--- config.mk ---
export PLATFORM = sky130hd
export DESIGN_NAME = dbg_step_ctrl_flat
export DESIGN_NICKNAME = d
export VERILOG_FILES = /design/src/rtl/dbg_pkg.sv /design/src/rtl/dbg_step_ctrl_if.sv /design/src/rtl/dbg_sync_edge.sv /design/src/rtl/dbg_step_ctrl.sv /design/src/flat_wrapper.sv
export SDC_FILE = /design/constraint.sdc
export NUM_CORES = 1
export LEC_CHECK = 0
export ABC_AREA = 1
export ABC_CLOCK_PERIOD_IN_PS = 3400
export CAP_MARGIN = 25
export CORE_ASPECT_RATIO = 1.75
export CORE_MARGIN = 1
export CORE_UTILIZATION = 40
export DETAILED_ROUTE_END_ITERATION = 8
export GPL_ROUTABILITY_DRIVEN = 0
export MAX_ROUTING_LAYER = met4
export PLACE_DENSITY = 0.77
export SLEW_MARGIN = 15
export SYNTH_ARGS = -nofsm -noshare
export SYNTH_HDL_FRONTEND = slang
export SYNTH_SLANG_ARGS = --single-unit
--- constraint.sdc ---
create_clock -name dbg_clk_clk -period 3.4 [get_ports dbg_clk_clk]
set_input_delay 1.02 -clock dbg_clk_clk [delete_from_list [all_inputs] [get_ports dbg_clk_clk]]
set_output_delay 1.02 -clock dbg_clk_clk [all_outputs]
set_load 0.02 [all_outputs]
--- src/rtl/dbg_pkg.sv ---
// Shared types and constants for the debug execution controller and its
// register-file snapshot sequencer.
package dbg_pkg;

  localparam int XLEN     = 32;
  localparam int NREGS    = 32;
  localparam int SNAP_LEN = 33;

  localparam logic [5:0] PC_IDX    = 6'd32;
  // Dump cycles run d0..d33; the last one writes the PC entry.
  localparam logic [5:0] DUMP_LAST = 6'(SNAP_LEN);

  typedef enum logic [1:0] {
    ST_HALTED = 2'd0,
    ST_RUN    = 2'd1,
    ST_STEP   = 2'd2,
    ST_DUMP   = 2'd3
  } state_e;

endpackage

--- src/rtl/dbg_step_ctrl_if.sv ---
// Register-file debug read port plus snapshot write stream between the
// execution controller (master) and the core / capture registers (slave).
interface dbg_step_ctrl_if #(
  parameter int XLEN = 32
);

  logic [4:0]      rf_dbg_addr;
  logic [XLEN-1:0] rf_dbg_data;
  logic            snap_we;
  logic [5:0]      snap_idx;
  logic [XLEN-1:0] snap_data;

  modport master (
    output rf_dbg_addr,
    output snap_we,
    output snap_idx,
    output snap_data,
    input  rf_dbg_data
  );

  modport slave (
    input  rf_dbg_addr,
    input  snap_we,
    input  snap_idx,
    input  snap_data,
    output rf_dbg_data
  );

endinterface

--- src/rtl/dbg_sync_edge.sv ---
// Multi-flop synchroniser for an asynchronous host level, with an optional
// one-cycle rising-edge pulse taken after the last synchroniser stage.
module dbg_sync_edge #(
  parameter int SYNC_STAGES = 2,
  parameter bit EDGE_EN     = 1'b0
) (
  input  logic clk,
  input  logic rst_n,
  input  logic async_i,
  output logic level_o,
  output logic pulse_o
);

  logic [SYNC_STAGES-1:0] sync_q;
  logic [SYNC_STAGES-1:0] sync_d;

  always_comb sync_d = {sync_q[SYNC_STAGES-2:0], async_i};

  // NOTE: sequential state uses non-blocking assignments only, so every flop
  // samples the pre-edge value of its neighbours and the chain shifts by one.
  always_ff @(posedge clk or negedge rst_n) begin
    if (!rst_n) sync_q <= '0;
    else        sync_q <= sync_d;
  end

  assign level_o = sync_q[SYNC_STAGES-1];

  generate
    if (EDGE_EN) begin : g_edge
      logic prev_q;
      logic prev_d;

      always_comb prev_d = level_o;

      always_ff @(posedge clk or negedge rst_n) begin
        if (!rst_n) prev_q <= 1'b0;
        else        prev_q <= prev_d;
      end

      assign pulse_o = level_o & ~prev_q;
    end else begin : g_level
      assign pulse_o = 1'b0;
    end
  endgenerate

endmodule

--- src/rtl/dbg_step_ctrl.sv ---
// Debug execution controller: gates the core clock-enable for run / halt /
// N-cycle step and streams an x0..x31 + PC snapshot on every halt.
module dbg_step_ctrl
  import dbg_pkg::*;
#(
  parameter int CNT_W       = 16,
  parameter int SYNC_STAGES = 2,
  parameter int XLEN        = dbg_pkg::XLEN
) (
  input  logic             dbg_clk_clk,
  input  logic             dbg_reset_reset_n,
  input  logic             host_run,
  input  logic             host_step,
  input  logic [CNT_W-1:0] step_count,
  input  logic [XLEN-1:0]  core_pc,
  output logic             core_ce,
  output logic             halted,
  output logic             snap_valid,
  dbg_step_ctrl_if.master  dbg_bus
);

  logic run_s;
  logic step_p;

  dbg_sync_edge #(
    .SYNC_STAGES (SYNC_STAGES),
    .EDGE_EN     (1'b0)
  ) u_run_sync (
    .clk     (dbg_clk_clk),
    .rst_n   (dbg_reset_reset_n),
    .async_i (host_run),
    .level_o (run_s),
    .pulse_o ()
  );

  dbg_sync_edge #(
    .SYNC_STAGES (SYNC_STAGES),
    .EDGE_EN     (1'b1)
  ) u_step_sync (
    .clk     (dbg_clk_clk),
    .rst_n   (dbg_reset_reset_n),
    .async_i (host_step),
    .level_o (),
    .pulse_o (step_p)
  );

  state_e          state_q,      state_d;
  logic [CNT_W-1:0] step_cnt_q,  step_cnt_d;
  logic [5:0]      dump_cnt_q,   dump_cnt_d;
  logic [XLEN-1:0] pc_q,         pc_d;
  logic            snap_valid_q, snap_valid_d;

  // NOTE: every output and next-state variable gets a default before the
  // case statement so no path leaves one unassigned and infers a latch.
  always_comb begin
    state_d      = state_q;
    step_cnt_d   = step_cnt_q;
    dump_cnt_d   = dump_cnt_q;
    pc_d         = pc_q;
    snap_valid_d = snap_valid_q;

    core_ce           = 1'b0;
    halted            = 1'b0;
    dbg_bus.rf_dbg_addr = 5'd0;
    dbg_bus.snap_we     = 1'b0;
    dbg_bus.snap_idx    = 6'd0;
    dbg_bus.snap_data   = '0;

    unique case (state_q)
      ST_HALTED: begin
        halted = 1'b1;
        // Run wins a same-cycle tie; the coincident step pulse is lost.
        if (run_s) begin
          state_d      = ST_RUN;
          snap_valid_d = 1'b0;
        end else if (step_p) begin
          state_d      = ST_STEP;
          step_cnt_d   = (step_count == '0) ? CNT_W'(1) : step_count;
          snap_valid_d = 1'b0;
        end
      end

      ST_RUN: begin
        // Enable drops in the same cycle the synchronised run level falls.
        if (run_s) begin
          core_ce = 1'b1;
        end else begin
          state_d    = ST_DUMP;
          dump_cnt_d = 6'd0;
          pc_d       = core_pc;
        end
      end

      ST_STEP: begin
        core_ce = 1'b1;
        if (step_cnt_q == CNT_W'(1)) begin
          state_d    = ST_DUMP;
          step_cnt_d = '0;
          dump_cnt_d = 6'd0;
          pc_d       = core_pc;
        end else begin
          step_cnt_d = step_cnt_q - CNT_W'(1);
        end
      end

      ST_DUMP: begin
        if (dump_cnt_q < 6'(NREGS)) dbg_bus.rf_dbg_addr = dump_cnt_q[4:0];
        // Read data trails the address by one cycle, so entry i lands on d(i+1).
        if (dump_cnt_q != 6'd0) begin
          dbg_bus.snap_we  = 1'b1;
          dbg_bus.snap_idx = dump_cnt_q - 6'd1;
          dbg_bus.snap_data = (dump_cnt_q == DUMP_LAST) ? pc_q : dbg_bus.rf_dbg_data;
        end
        if (dump_cnt_q == DUMP_LAST) begin
          state_d      = ST_HALTED;
          dump_cnt_d   = 6'd0;
          snap_valid_d = 1'b1;
        end else begin
          dump_cnt_d = dump_cnt_q + 6'd1;
        end
      end

      default: state_d = ST_HALTED;
    endcase
  end

  always_ff @(posedge dbg_clk_clk or negedge dbg_reset_reset_n) begin
    if (!dbg_reset_reset_n) begin
      state_q      <= ST_HALTED;
      step_cnt_q   <= '0;
      dump_cnt_q   <= 6'd0;
      pc_q         <= '0;
      snap_valid_q <= 1'b0;
    end else begin
      state_q      <= state_d;
      step_cnt_q   <= step_cnt_d;
      dump_cnt_q   <= dump_cnt_d;
      pc_q         <= pc_d;
      snap_valid_q <= snap_valid_d;
    end
  end

  assign snap_valid = snap_valid_q;

endmodule

--- src/flat_wrapper.sv ---
// flat-port wrapper written by rule: the top's interface ports become plain ports
module dbg_step_ctrl_flat import dbg_pkg::*;
#(
  parameter int CNT_W       = 16,
  parameter int SYNC_STAGES = 2,
  parameter int XLEN        = dbg_pkg::XLEN
)
  (dbg_clk_clk, dbg_reset_reset_n, host_run, host_step, step_count, core_pc, core_ce, halted, snap_valid, dbg_bus_rf_dbg_addr, dbg_bus_snap_we, dbg_bus_snap_idx, dbg_bus_snap_data, dbg_bus_rf_dbg_data);
  dbg_step_ctrl_if #(.XLEN(XLEN)) dbg_bus_i ();
  input  logic dbg_clk_clk;
  input  logic dbg_reset_reset_n;
  input  logic host_run;
  input  logic host_step;
  input  logic [CNT_W-1:0] step_count;
  input  logic [XLEN-1:0] core_pc;
  output logic core_ce;
  output logic halted;
  output logic snap_valid;
  output wire logic [$bits(dbg_bus_i.rf_dbg_addr)-1:0] dbg_bus_rf_dbg_addr;
  output wire logic [$bits(dbg_bus_i.snap_we)-1:0] dbg_bus_snap_we;
  output wire logic [$bits(dbg_bus_i.snap_idx)-1:0] dbg_bus_snap_idx;
  output wire logic [$bits(dbg_bus_i.snap_data)-1:0] dbg_bus_snap_data;
  input wire logic [$bits(dbg_bus_i.rf_dbg_data)-1:0] dbg_bus_rf_dbg_data;
  assign dbg_bus_rf_dbg_addr = dbg_bus_i.rf_dbg_addr;
  assign dbg_bus_snap_we = dbg_bus_i.snap_we;
  assign dbg_bus_snap_idx = dbg_bus_i.snap_idx;
  assign dbg_bus_snap_data = dbg_bus_i.snap_data;
  assign dbg_bus_i.rf_dbg_data = dbg_bus_rf_dbg_data;
  dbg_step_ctrl #(.CNT_W(CNT_W), .SYNC_STAGES(SYNC_STAGES), .XLEN(XLEN)) u_core (.dbg_clk_clk(dbg_clk_clk), .dbg_reset_reset_n(dbg_reset_reset_n), .host_run(host_run), .host_step(host_step), .step_count(step_count), .core_pc(core_pc), .core_ce(core_ce), .halted(halted), .snap_valid(snap_valid), .dbg_bus(dbg_bus_i));
endmodule
Word level (Yosys, flattened, before mapping)
Cells that the tools add are included.
{"block": "word_totals", "register_bits": 62, "wordCells": 71, "out_inout_bits": 47}
{"block": "classes", "n_eq_ne": 11, "bitwise_logic": 2, "muxes": 34, "reduce_logical": 12, "n_lt_le_gt_ge": 1, "addsub": 3}
{"cell": "$mux W32", "count": 5}
{"cell": "$mux W16", "count": 4}
{"cell": "$pmux W32 S2", "count": 1}
{"cell": "$pmux W16 S2", "count": 1}
{"cell": "$mux W6", "count": 5}
{"cell": "$pmux W6 S3", "count": 1}
{"cell": "$eq A16 B1 Y1 const B", "count": 1}
{"cell": "$logic_not A16 Y1", "count": 1}
{"cell": "$sub A16 B1 Y16 const B", "count": 1}
{"cell": "$reduce_and A3 Y1", "count": 4}
{"cell": "$mux W2", "count": 5}
{"cell": "$mux W5", "count": 2}
{"cell": "$pmux W2 S4", "count": 1}
{"cell": "$mux W1", "count": 7}
{"cell": "$add A6 B1 Y6 const B", "count": 1}
{"cell": "$eq A6 B6 Y1 const B", "count": 1}
{"cell": "$lt A6 B6 Y1 const B", "count": 1}
{"cell": "$ne A2 B1 Y1 const B", "count": 3}
{"cell": "$reduce_bool A2 Y1", "count": 3}
{"cell": "$reduce_bool A6 Y1", "count": 1}
{"cell": "$sub A6 B1 Y6 const B", "count": 1}
{"cell": "$eq A2 B2 Y1 const B", "count": 2}
{"cell": "$ne A2 B2 Y1 const B", "count": 2}
{"cell": "$pmux W1 S2", "count": 2}
{"cell": "7 further kinds", "count": 7}

Logic depth before layout (Yosys ltp)
{"block": "logic_depth", "word_depth": 5, "mapped_depth": 10, "ltp_nobuf": 10}

By module
Synthesis repeated with hierarchy kept, for this count alone.
{"block": "unflattened", "cells_unflattened": 560, "area_unflattened_um2": 4093.9}
{"mod": "dbg_step_ctrl", "instances": 1, "area_per_inst_um2": 3947.5, "cells_per_inst": 551}
{"mod": "dbg_sync_edge (u_core.u_step_sync)", "instances": 1, "area_per_inst_um2": 85.1, "cells_per_inst": 5}
{"mod": "dbg_sync_edge (u_core.u_run_sync)", "instances": 1, "area_per_inst_um2": 61.3, "cells_per_inst": 4}

Worst setup path before layout
Ideal clock, no wire load.
{"block": "synth_path", "path_type": "reg2out", "startpoint": "register u_core.dump_cnt_q[1]", "endpoint": "output dbg_bus_snap_data[10]", "t_arrival_ns": 1.675, "required_time_ns": 2.380, "setup_slack_ns": 0.705, "n_path_buf": 2, "path_stages_with_launch": 7, "cell_sequence": "dfrtp_1 -> inv_1 -> ha_1 -> clkbuf_1 -> clkbuf_1 -> nand4_1 -> a21oi_1"}
{"block": "synth_via", "elab_chain_cells": 4, "elab_cells_between_ends": 5, "classes_between": "eq/ne: 1; mux: 3; reduce/logical: 1"}
{"element": "start, declared", "line_no": "dbg_step_ctrl.sv:49", "text": "logic [5:0] dump_cnt_q, dump_cnt_d;"}
{"element": "start signal, assigned", "line_no": "dbg_step_ctrl.sv:137", "text": "dump_cnt_q <= dump_cnt_d;"}
{"element": "$eq A6 B6 Y1", "line_no": "dbg_step_ctrl.sv:112", "text": "dbg_bus.snap_data = (dump_cnt_q == DUMP_LAST) ? pc_q : dbg_bus.rf_dbg_data;"}
{"element": "$mux W32", "line_no": "dbg_step_ctrl.sv:112"}
{"element": "$mux W32 *", "line_no": "dbg_step_ctrl.sv:109", "text": "if (dump_cnt_q != 6'd0) begin"}
{"element": "$mux W32 *", "line_no": "dbg_step_ctrl.sv:69", "text": "unique case (state_q)"}
{"element": "end, declared", "line_no": "flat_wrapper.sv:22", "text": "output wire logic [$bits(dbg_bus_i.snap_data)-1:0] dbg_bus_snap_data;"}
Every way passes the cells marked *; elsewhere a longest branch is shown, timed or not.

Final worst setup path
{"block": "layout_path", "startpoint": "input dbg_bus_rf_dbg_data[22]", "endpoint": "output dbg_bus_snap_data[22]"}
{"block": "layout_via", "elab_chain_cells": 3}
{"element": "start, declared", "line_no": "flat_wrapper.sv:23", "text": "input wire logic [$bits(dbg_bus_i.rf_dbg_data)-1:0] dbg_bus_rf_dbg_data;"}
{"element": "$mux W32", "line_no": "dbg_step_ctrl.sv:112"}
{"element": "$mux W32", "line_no": "dbg_step_ctrl.sv:109"}
{"element": "$mux W32", "line_no": "dbg_step_ctrl.sv:69"}
No other way between the ends.

==> Implementation_results.wiki <==
{| class="wikitable"
! Metric !! Value
|-
| Result of the run || finished clean
|-
| Crit Reg-Reg Endpoint || u_core.step_cnt_q[12]
|-
| Critical-path cell list || clkdlybuf4s50_1, nand2_1, a21oi_1, clkdlybuf4s50_1
|-
| Met1 usage || 25.3%
|-
| Cell area after placement || ~5500 um^2
|-
| Final Max Slew Viols || 0
|-
| Most used flip-flop cell after synthesis || sky130_fd_sc_hd__dfrtp_1
|-
| Post-synthesis register bit count || 62
|-
| Dominant cell type by area after synthesis || sky130_fd_sc_hd__dfrtp_1
|-
| CP Max Fanout || 1
|-
| Maximum frequency from static timing analysis || approximately 300 MHz
|-
| Gate Count Post-Synth || 560
|-
| Final net count || 774
|-
| Crit path DAT || 2.32 ns
|-
| Total congestion overflow || 0
|-
| Clock tree from TritonCTS || yes
|-
| Worst-skew pair later-pin latency || between 0.3 and 0.4 ns
|-
| Clock net sink count || between 60 and 70
|-
| Core area || 9970 um^2
|-
| Initial detailed-routing violation count || 220
|-
| Number of CTS-inserted buffers || 9
|-
| Synth top area cells || sky130_fd_sc_hd__dfrtp_1, sky130_fd_sc_hd__nand2_1, sky130_fd_sc_hd__o21ai_2, sky130_fd_sc_hd__a21oi_1, sky130_fd_sc_hd__inv_1
|-
| Met2 routing resource usage after global routing || between 30% and 40%
|-
| Post-CTS repair timing setup buffer count || 0
|-
| Total iterations of the first detailed-routing run || 4
|-
| Post-layout min period || 3.34 ns
|-
| Worst slew slack as a fraction of its limit || 34.1%
|-
| Synth warnings || 0
|-
| Hold violation count in the final report || 0
|-
| Crit path setup slack, layout || ~0.063 ns
|-
| Met3 track utilization from global routing || under 10%
|-
| Critical path buffers and inverters || 2
|-
| Average via count per standard cell || 5.13
|-
| Kind of capture point of the worst setup path || output pin
|-
| Overall routing resource usage || 23.1%
|-
| Portion of the post-synthesis area used by sequential elements || 37.6%
|-
| Distinct cells, synth || 31
|-
| Clk slew on worst S/H paths || approximately 0.05 ns
|-
| Largest net degree at the start of global routing || 65
|-
| Area share of the leading cell type in the synthesized netlist || a little under two fifths
|-
| Average routed wire per standard cell || about 14 um
|-
| Number of cells on the worst reg-to-reg path || 8
|-
| Fraction of final layout cells with drive strength greater than 1 || between 10% and 20%
|-
| Signed area change from the synthesized netlist to the final layout || 43.7%
|-
| Routing layer with the top usage in global route || met2
|-
| Routed Antenna Nets || 0
|-
| Critical Path Stages || 4
|-
| Global-route wire length before repair || 18500 um
|-
| Summed instance area of the synthesized netlist || 4130 um^2
|-
| Antenna violations before repair || 0
|-
| Number of buffers on the longest clock path || 2
|-
| Critical Path Source Type || input port
|-
| Static leakage || just over 0.003 uW
|-
| Source of the critical timing path || dbg_bus_rf_dbg_data[22]
|-
| Max-cap check violation count || 0
|-
| Critical Path End || dbg_bus_snap_data[22]
|-
| Diode insertion count for antenna repair || 0
|-
| CP max stage delay || 0.62 ns
|-
| Number of flops mapped to enable cells by yosys || 0
|-
| IO Port Bufs || 130
|-
| H-Tree Depth || 3
|-
| Setup repair after global routing missed its margin || no
|-
| Sum of negative setup slack || 0 ns
|-
| Count of hold buffers inserted by post-cts repair || 0
|-
| Synthesized area per cell || ~7.4 um^2
|-
| Kind of cell with the highest combined delay on the critical path || buffers and inverters
|-
| Most frequent cell after synthesis || sky130_fd_sc_hd__nand2_1
|-
| Power density over the cells || ~700 nW/um^2
|-
| Via count || a little over 4000
|-
| CP required || between 2 and 2.5 ns
|-
| Initial cell density of the core || ~41%
|-
| Horiz. Die Dim || roughly 80 um
|-
| Total routed wirelength || ~12000 um
|-
| Clock root cell || sky130_fd_sc_hd__clkbuf_16
|-
| Final instance area || about 5900 um^2
|-
| Synth Net Count || between 600 and 700
|-
| HP Class || register to register
|-
| Worst reg2reg setup slack || approximately 1.1 ns
|-
| I/O pin total || roughly 130
|-
| Tcrit/Tclk final || between 90% and 100%
|-
| Class of the most critical setup path || input port to output pin
|-
| Launch instance of the worst register-to-register path || u_core.state_q[0]
|-
| Floorplan row count || 48
|-
| DP HPWL || between 8000 and 9000 um
|-
| Post-route DRC || 0
|-
| Number of global-route vias before repair || ~4000
|-
| Area of the die || 10800 um^2
|-
| Most repeated library cell on the critical path || sky130_fd_sc_hd__clkdlybuf4s50_1
|-
| Asr flop ratio synth || 100%
|-
| Worst setup slack after placement || -0.0149 ns
|-
| List of most frequent post-synthesis cells || sky130_fd_sc_hd__nand2_1, sky130_fd_sc_hd__inv_1, sky130_fd_sc_hd__dfrtp_1
|-
| Slew at the pin closest to its max-slew limit || 0.989 ns
|-
| Post-Route Skew || 0.00501 ns
|-
| Final number of setup-violating endpoints || 0
|-
| Peak VDD IR || roughly 0.56 mV
|-
| Die Span Y || between 100 and 150 um
|-
| Critical-path cell with the highest stage delay || sky130_fd_sc_hd__clkdlybuf4s50_1
|}
==> layer usage <==
layer / vias to the layer above / wire length (um)
met5: - / 0
met4: 0 / 397
met3: 25 / 663
met2: 159 / 6000
met1: 1915 / 4500
li1: 2051 / -
==> cells by family after synthesis <==
kind of cell    after synthesis  synth area share [%]
flops                        62                  37.6
buf+inv                     101                  11.2
compound gates              105                  16.6
xor+xnor                     10                  2.12
simple gates                272                  29.5
fa+ha+maj                    10                  3.03
==> registers in the layout, indices dropped and copies added, names as in the netlist <==
signal	cells
u_core.u_run_sync.sync_q	2
u_core.u_step_sync.sync_q	2
u_core.dump_cnt_q	6
u_core.snap_valid	1
u_core.u_step_sync.g_edge.prev_q	1
u_core.step_cnt_q	16
u_core.pc_q	32
u_core.state_q	2
==> placed cells by master, fill, tap and decap left out, types with 2 or more instances in the layout <==
master / n
sky130_fd_sc_hd__o21ai_2: 32
sky130_fd_sc_hd__nand4_4: 2
sky130_fd_sc_hd__a21oi_1: 49
sky130_fd_sc_hd__inv_1: 64
sky130_fd_sc_hd__ha_1: 9
sky130_fd_sc_hd__inv_2: 3
sky130_fd_sc_hd__o21ai_1: 7
sky130_fd_sc_hd__nand3_1: 25
sky130_fd_sc_hd__buf_12: 3
sky130_fd_sc_hd__nand2_1: 151
sky130_fd_sc_hd__clkdlybuf4s50_1: 110
sky130_fd_sc_hd__nor2_1: 45
sky130_fd_sc_hd__dlygate4sd2_1: 2
sky130_fd_sc_hd__xor2_1: 8
sky130_fd_sc_hd__dfrtp_1: 61
sky130_fd_sc_hd__xnor2_1: 2
sky130_fd_sc_hd__nand4_1: 35
sky130_fd_sc_hd__nor2_2: 8
sky130_fd_sc_hd__nand3b_1: 2
sky130_fd_sc_hd__o21ai_0: 10
sky130_fd_sc_hd__nand2_2: 2
sky130_fd_sc_hd__buf_4: 7
sky130_fd_sc_hd__a22oi_1: 3
sky130_fd_sc_hd__clkbuf_8: 3
sky130_fd_sc_hd__clkbuf_16: 9
sky130_fd_sc_hd__bufinv_16: 3
sky130_fd_sc_hd__dlymetal6s2s_1: 17
==> worst min-delay path by stage <==
| stage | from | slack [ns] | to | cells after the start |
|---|---|---|---|---|
| floorplan | u_core.u_run_sync.sync_q[0] | 0.33 | u_core.u_run_sync.sync_q[1] | 0 |
| global placement | u_core.u_step_sync.sync_q[0] | 0.34 | u_core.u_step_sync.sync_q[1] | 0 |
| detailed placement | u_core.u_run_sync.sync_q[0] | 0.33 | u_core.u_run_sync.sync_q[1] | 0 |
| CTS | u_core.u_run_sync.sync_q[0] | 0.35 | u_core.u_run_sync.sync_q[1] | 0 |
| global route | u_core.u_step_sync.sync_q[0] | 0.35 | u_core.u_step_sync.sync_q[1] | 0 |
| finish | u_core.u_run_sync.sync_q[0] | 0.34 | u_core.u_run_sync.sync_q[1] | 0 |
==> metrics by stage <==
stage / hold WS [ns] / utilization [%] / power [uW] / instances
final: 0.345 / 59.5 / 4140 / 809
after global routing: 0.354 / 59.5 / 4440 / 809
after CTS: 0.346 / 59.0 / 4170 / 809
after detailed placement: 0.335 / 55.1 / 3050 / 793
after global placement: 0.335 / 55.1 / 2970 / 793
after floorplan: 0.331 / - / 2670 / 560
==> report_power, final <==
part | internal [uW] | switching, uW | leakage (uW)
logic | 676 | 1110 | 0.00210
registers | 1060 | 228 | 0.000756
clock network | 771 | 307 | 0.000175
==> what timing repair did <==
item	in CTS	in global routing
gates cloned	1	0
pin swaps	1	0
gates resized for setup	6	19
endpoints found under the setup margin	33	32
==> area by class of cell <==
cell class	count	area [um^2]
fillers	932	4040
multi-input cells	398	2150
flip-flops and latches	62	1550
repair buffers	141	1460
clock buffers	12	267
inverters	68	258
well taps	125	156
clock inverters	3	90.1
(Power assumes the default switching activity.)
